$ cat src/rtl/strobe_period_sequencer.sv
// Sequencer that configures, starts and stops an attached counter_with_strobe,
// turning its strobe into qualified ticks and finite-burst completion pulses.
module strobe_period_sequencer #(
  parameter int WIDTH   = 32,
  parameter int LATENCY = 1,
  parameter int BURST_W = 16
) (
  input  logic               clk,
  input  logic               rst,
  input  logic               run,
  input  logic               cfg_valid,
  output logic               cfg_ready,
  input  logic [WIDTH-1:0]   cfg_period,
  input  logic [BURST_W-1:0] cfg_count,
  output logic               cnt_rst,
  output logic               cnt_enable,
  output logic [WIDTH-1:0]   cnt_reset_value,
  input  logic               cnt_ready,
  input  logic               cnt_strobe,
  output logic               tick,
  output logic [BURST_W-1:0] tick_count,
  output logic               busy,
  output logic               done
);

  typedef enum logic [1:0] {S_IDLE, S_ARM, S_WAIT, S_RUN} state_t;

  if (LATENCY < 1) begin : g_latency_check
    $error("strobe_period_sequencer: LATENCY must be at least 1");
  end

  state_t             state_q, state_d;
  logic               pending_q, pending_d;
  logic [WIDTH-1:0]   shadow_period_q, shadow_period_d;
  logic [BURST_W-1:0] shadow_count_q, shadow_count_d;
  logic [BURST_W-1:0] remaining_q, remaining_d;
  logic [WIDTH-1:0]   reset_value_q, reset_value_d;
  logic [BURST_W-1:0] tick_count_q, tick_count_d;
  logic               tick_q, tick_d;
  logic               done_q, done_d;

  logic               handshake;
  logic               final_strobe;
  logic               reload_now;
  logic [WIDTH-1:0]   period_clamped;

  assign period_clamped = (cfg_period == '0) ? WIDTH'(1) : cfg_period;
  assign cfg_ready      = ((state_q == S_IDLE) || (state_q == S_RUN)) && !pending_q;
  assign handshake      = cfg_valid && cfg_ready;

  // A strobe ending a finite burst wins over a reload; the pending config is then re-armed from IDLE.
  assign final_strobe = (state_q == S_RUN) && cnt_strobe && (remaining_q == BURST_W'(1));
  assign reload_now   = (state_q == S_RUN) && cnt_strobe && pending_q && run && !final_strobe;

  // The new period is presented to the counter during the reload cycle itself.
  assign cnt_reset_value = reload_now ? shadow_period_q : reset_value_q;
  assign tick            = tick_q;
  assign tick_count      = tick_count_q;
  assign done            = done_q;
  assign busy            = (state_q != S_IDLE);

  always_comb begin
    state_d         = state_q;
    pending_d       = pending_q;
    shadow_period_d = shadow_period_q;
    shadow_count_d  = shadow_count_q;
    remaining_d     = remaining_q;
    reset_value_d   = reset_value_q;
    tick_count_d    = tick_count_q;
    tick_d          = cnt_strobe && (state_q == S_RUN);
    done_d          = 1'b0;
    cnt_rst         = 1'b0;
    cnt_enable      = 1'b0;

    case (state_q)
      S_IDLE: begin
        if (pending_q) begin
          reset_value_d = shadow_period_q;
          remaining_d   = shadow_count_q;
          tick_count_d  = '0;
          pending_d     = 1'b0;
          state_d       = S_ARM;
        end else if (handshake) begin
          reset_value_d = period_clamped;
          remaining_d   = cfg_count;
          tick_count_d  = '0;
          state_d       = S_ARM;
        end
      end
      S_ARM: begin
        cnt_rst = 1'b1;
        state_d = S_WAIT;
      end
      S_WAIT: begin
        if (cnt_ready && run) begin
          state_d = S_RUN;
        end
      end
      S_RUN: begin
        cnt_enable = cnt_ready && run && !reload_now && !final_strobe;
        if (cnt_strobe) begin
          tick_count_d = tick_count_q + BURST_W'(1);
          if (remaining_q != '0) begin
            remaining_d = remaining_q - BURST_W'(1);
          end
        end
        if (handshake) begin
          shadow_period_d = period_clamped;
          shadow_count_d  = cfg_count;
          pending_d       = 1'b1;
        end
        // Losing run takes priority: stop without done and drop any queued config.
        if (!run) begin
          state_d   = S_IDLE;
          pending_d = 1'b0;
        end else if (final_strobe) begin
          done_d  = 1'b1;
          state_d = S_IDLE;
        end else if (reload_now) begin
          reset_value_d = shadow_period_q;
          remaining_d   = shadow_count_q;
          tick_count_d  = '0;
          pending_d     = 1'b0;
        end
      end
      default: begin
        state_d = S_IDLE;
      end
    endcase
  end

  always_ff @(posedge clk) begin
    if (rst) begin
      state_q         <= S_IDLE;
      pending_q       <= 1'b0;
      shadow_period_q <= '0;
      shadow_count_q  <= '0;
      remaining_q     <= '0;
      reset_value_q   <= '0;
      tick_count_q    <= '0;
      tick_q          <= 1'b0;
      done_q          <= 1'b0;
    end else begin
      state_q         <= state_d;
      pending_q       <= pending_d;
      shadow_period_q <= shadow_period_d;
      shadow_count_q  <= shadow_count_d;
      remaining_q     <= remaining_d;
      reset_value_q   <= reset_value_d;
      tick_count_q    <= tick_count_d;
      tick_q          <= tick_d;
      done_q          <= done_d;
    end
  end

endmodule

$ cat config.mk
export PLATFORM = sky130hd
export DESIGN_NAME = strobe_period_sequencer
export DESIGN_NICKNAME = d
export VERILOG_FILES = /design/src/rtl/strobe_period_sequencer.sv
export SDC_FILE = /design/constraint.sdc
export NUM_CORES = 1
export LEC_CHECK = 0
export ABC_AREA = 1
export CORE_MARGIN = 2
export CORE_UTILIZATION = 55
export CTS_CLUSTER_DIAMETER = 50
export CTS_CLUSTER_SIZE = 10
export DETAILED_ROUTE_END_ITERATION = 8
export GPL_TIMING_DRIVEN = 0
export HOLD_SLACK_MARGIN = 0.1
export PLACE_DENSITY = 0.81
export RECOVER_POWER = 100
export SYNTH_ARGS = -nofsm -noshare
export SYNTH_HDL_FRONTEND = slang
export SYNTH_SLANG_ARGS = --single-unit
$ cat constraint.sdc
create_clock -name clk -period 2.7 [get_ports clk]
set_clock_uncertainty 0.05 [all_clocks]
set_input_delay 0.27 -clock clk [delete_from_list [all_inputs] [get_ports clk]]
set_output_delay 0.27 -clock clk [all_outputs]
set_load 0.03 [all_outputs]
==> results_dict.tcl <==
set metrics [dict create \
    outcome "finished clean" \
    grtUsageMet2_pct 56.36 \
    hold_class "input pin to register" \
    finalWirelength_um 22580 \
    wire_per_inst_um 16.31 \
    num_antenna_cells 0 \
    start_util_pct 55.61 \
    worst_slew_pin_slew_ps 684.6 \
    critPathMaxFanout 10 \
    die_area_um2 13520 \
    synthFlopType "dfxtp_1" \
    grt_max_degree 17 \
    route.detailed.drc 0 \
    finalHoldViolCount 0 \
    synth_largest_area_cell "dfxtp_1" \
    clk_pin_slew_ps 50 \
    met1_usage_pct 41.04 \
    switching_share_pct 44.41 \
    maxCapViolCount 0 \
    place_hpwl_um 15870 \
    htreeDepth 4 \
    drt_iter0_markers 996 \
    final_layout_size_suffix_gt1_share_pct 9.158 \
    syn_area_per_cell_um2 6.478 \
    grt_pass1_wl_um 35330 \
    synth_common_cells "167 x nand2_1, 149 x inv_1, 131 x a21oi_1" \
    ant_nets 0 \
    synth-seq-cells 117 \
    arrival_ps 2340 \
    placed_cells 1348 \
    fin_cells 1384 \
    power_switching_mw 4.001 \
    globalRouteTotalUtil_pct 33.65 \
    portBuffers 106 \
    routabilityCongestion 0.9438 \
    synth_cells 1070 \
    antenna_found_initial 0 \
    power_per_cell_area_nw_per_um2 1031 \
    endpoint_kind "output port" \
    p_int_mw 5.007 \
    cts_hold_buf 0 \
    ios 108 \
    area_growth_pct 26.05 \
    die_x_um 116.3 \
    synth_top_area_share_pct 33.79 \
    cts_tree "built" \
    fin_crit_ps 2656 \
    grt_busiest_layer "met2" \
    ys_seq_area_share_pct 33.79 \
    yosys_warnings 0 \
    clockPowerShare_pct 25.7 \
    slew_viol_final 0 \
    max_freq_ghz 0.3765 \
    nets 1262 \
    num_rows 41 \
    setup_viol 0 \
    fp.dieH_um 116.3 \
    p_comb_share_pct 48.3 \
    worstSetupStartpointType "register" \
    vias 7902 \
    synth_area_um2 6932 \
    cts-buffers-inserted 17 \
    grtUsageMet3_pct 6.746 \
    fin_hold_ws_ps 233.2 \
    cts_num_sinks 117 \
    yosysUniqueCellTypes 35 \
    overflow 0 \
    yosysMostFrequentCell "nand2_1" \
    clock_path_buffers 2 \
    slew_headroom_pct 54.36 \
    path_class "register to output port" \
    nFillCells 1093 \
    fp.coreArea_um2 12470 \
    rsz0062_at_grt "true" \
    clk_latency_ps 430 \
    required_ps 2380 \
    yosys-top-cells-area "dfxtp_1 34%, a21oi_1 9.5%, o21ai_0 9.3%, nand2_1 9.0%, inv_1 8.1%" \
    async_flop_share_pct 0 \
    leakagePower_nw 3.831 \
    drtPass1Iterations 5 \
    synth_edf_count 0 \
    synth_nets 1133 \
    clockRootBuffer "clkbuf_16" \
    fin_total_pwr_mw 9.008 \
    viasPerCell 5.710 \
    period_share_pct 98.36 \
    peakVddDrop_mv 0.6332 \
    p_seq_share_pct 26.0 \
    grt_pass1_vias 7191 \
]
worst paths after layout:
kind,start,endpoint,slack [ps],depth (start not counted)
setup / recovery,state_q[1]$_SDFFE_PP0P_,cnt_reset_value[20],40,8
setup reg to reg,state_q[0]$_SDFFE_PP0P_,shadow_period_q[23]$_SDFFE_PP0P_,220,8
hold reg to reg,shadow_count_q[4]$_SDFFE_PP0P_,shadow_count_q[4]$_SDFFE_PP0P_,430,2
hold / removal,rst,reset_value_q[7]$_SDFFE_PP0P_,230,4
state kept, by name, summed over array words and instances, names as in the netlist:
signal / count
tick: 1
done: 1
pending_q: 1
state_q: 2
shadow_count_q: 16
remaining_q: 16
tick_count: 16
reset_value_q: 32
shadow_period_q: 32
cell type report:
class,instances,area (µm²),area share (%)
tap,172,215.2,2.463
clock buffer,23,467.9,5.356
sequential,117,2342,26.81
timing repair buffer,110,945.9,10.83
clock inverter,9,126.4,1.446
inverter,154,579.3,6.630
buffer,65,329.1,3.766
multi-input combinational,734,3731,42.70
kinds of logic (layout without fill, tap and decap cells):
group           after synthesis  count (layout)  synth area share [%]
compound gates              316             316                 24.77
xor+xnor                      8               8                 1.011
fa+ha+maj                     9               9                 1.625
buf+inv                     219             361                 12.62
flops                       117             117                 33.79
simple gates                401             401                 26.19
per-layer routing:
layer	up-vias	wire, µm
met2	464	10620
met5	-	0
met4	0	957
met3	92	1860
met1	3562	9143
li1	3784	-
cell usage in the layout (no fill, tap or decap), types with 17 or more instances in the layout:
| cell type | netlist | layout |
|---|---|---|
| clkbuf_16 | 0 | 17 |
| nand2_1 | 167 | 166 |
| dfxtp_1 | 117 | 117 |
| inv_1 | 149 | 149 |
| nand3_1 | 83 | 83 |
| clkdlybuf4s50_1 | 0 | 70 |
| o21ai_0 | 129 | 129 |
| clkbuf_2 | 0 | 18 |
| clkbuf_1 | 38 | 39 |
| o211ai_1 | 31 | 31 |
| a21oi_1 | 131 | 131 |
| buf_2 | 18 | 25 |
| nor2_1 | 88 | 87 |
critical path, stage by stage (launching register included):
cell	delay, ps
dfxtp_1	360
ha_1	260
nand2_2	120
nor3_4	210
buf_6	150
buf_4	180
nand3_1	120
and2_1	180
clkdlybuf4s15_1	340
what timing repair did:
action                                  4_1_cts  5_1_grt
pin swaps                                     0        2
endpoints found under the setup margin       33       43
setup buffers                                 2        2
gates resized for setup                      77       72
through the flow:
stage | setup TNS (ps) | setup slack [ps] | util [%] | area, µm²
after CTS | -9.120 | -9.120 | 70.89 | 8837
after detailed placement | -11100 | -446.4 | 65.84 | 8208
after floorplan | 0 | 484.2 | - | 6932
final | 0 | 44.21 | 70.09 | 8737
after global placement | -11340 | -448.0 | 65.84 | 8208
after global routing | -156.6 | -62.32 | 70.09 | 8737
power by group through the flow:
stage	Clock, mW	Sequential (mW)	Combinational (mW)
2_1_floorplan	0	2.33	3.04
3_3_place_gp	0	2.35	4.27
3_5_place_dp	0	2.36	4.33
4_1_cts	2.31	2.34	4.29
5_1_grt	2.39	2.38	4.78
6_report	2.31	2.35	4.35
(Power assumes the default switching activity.)
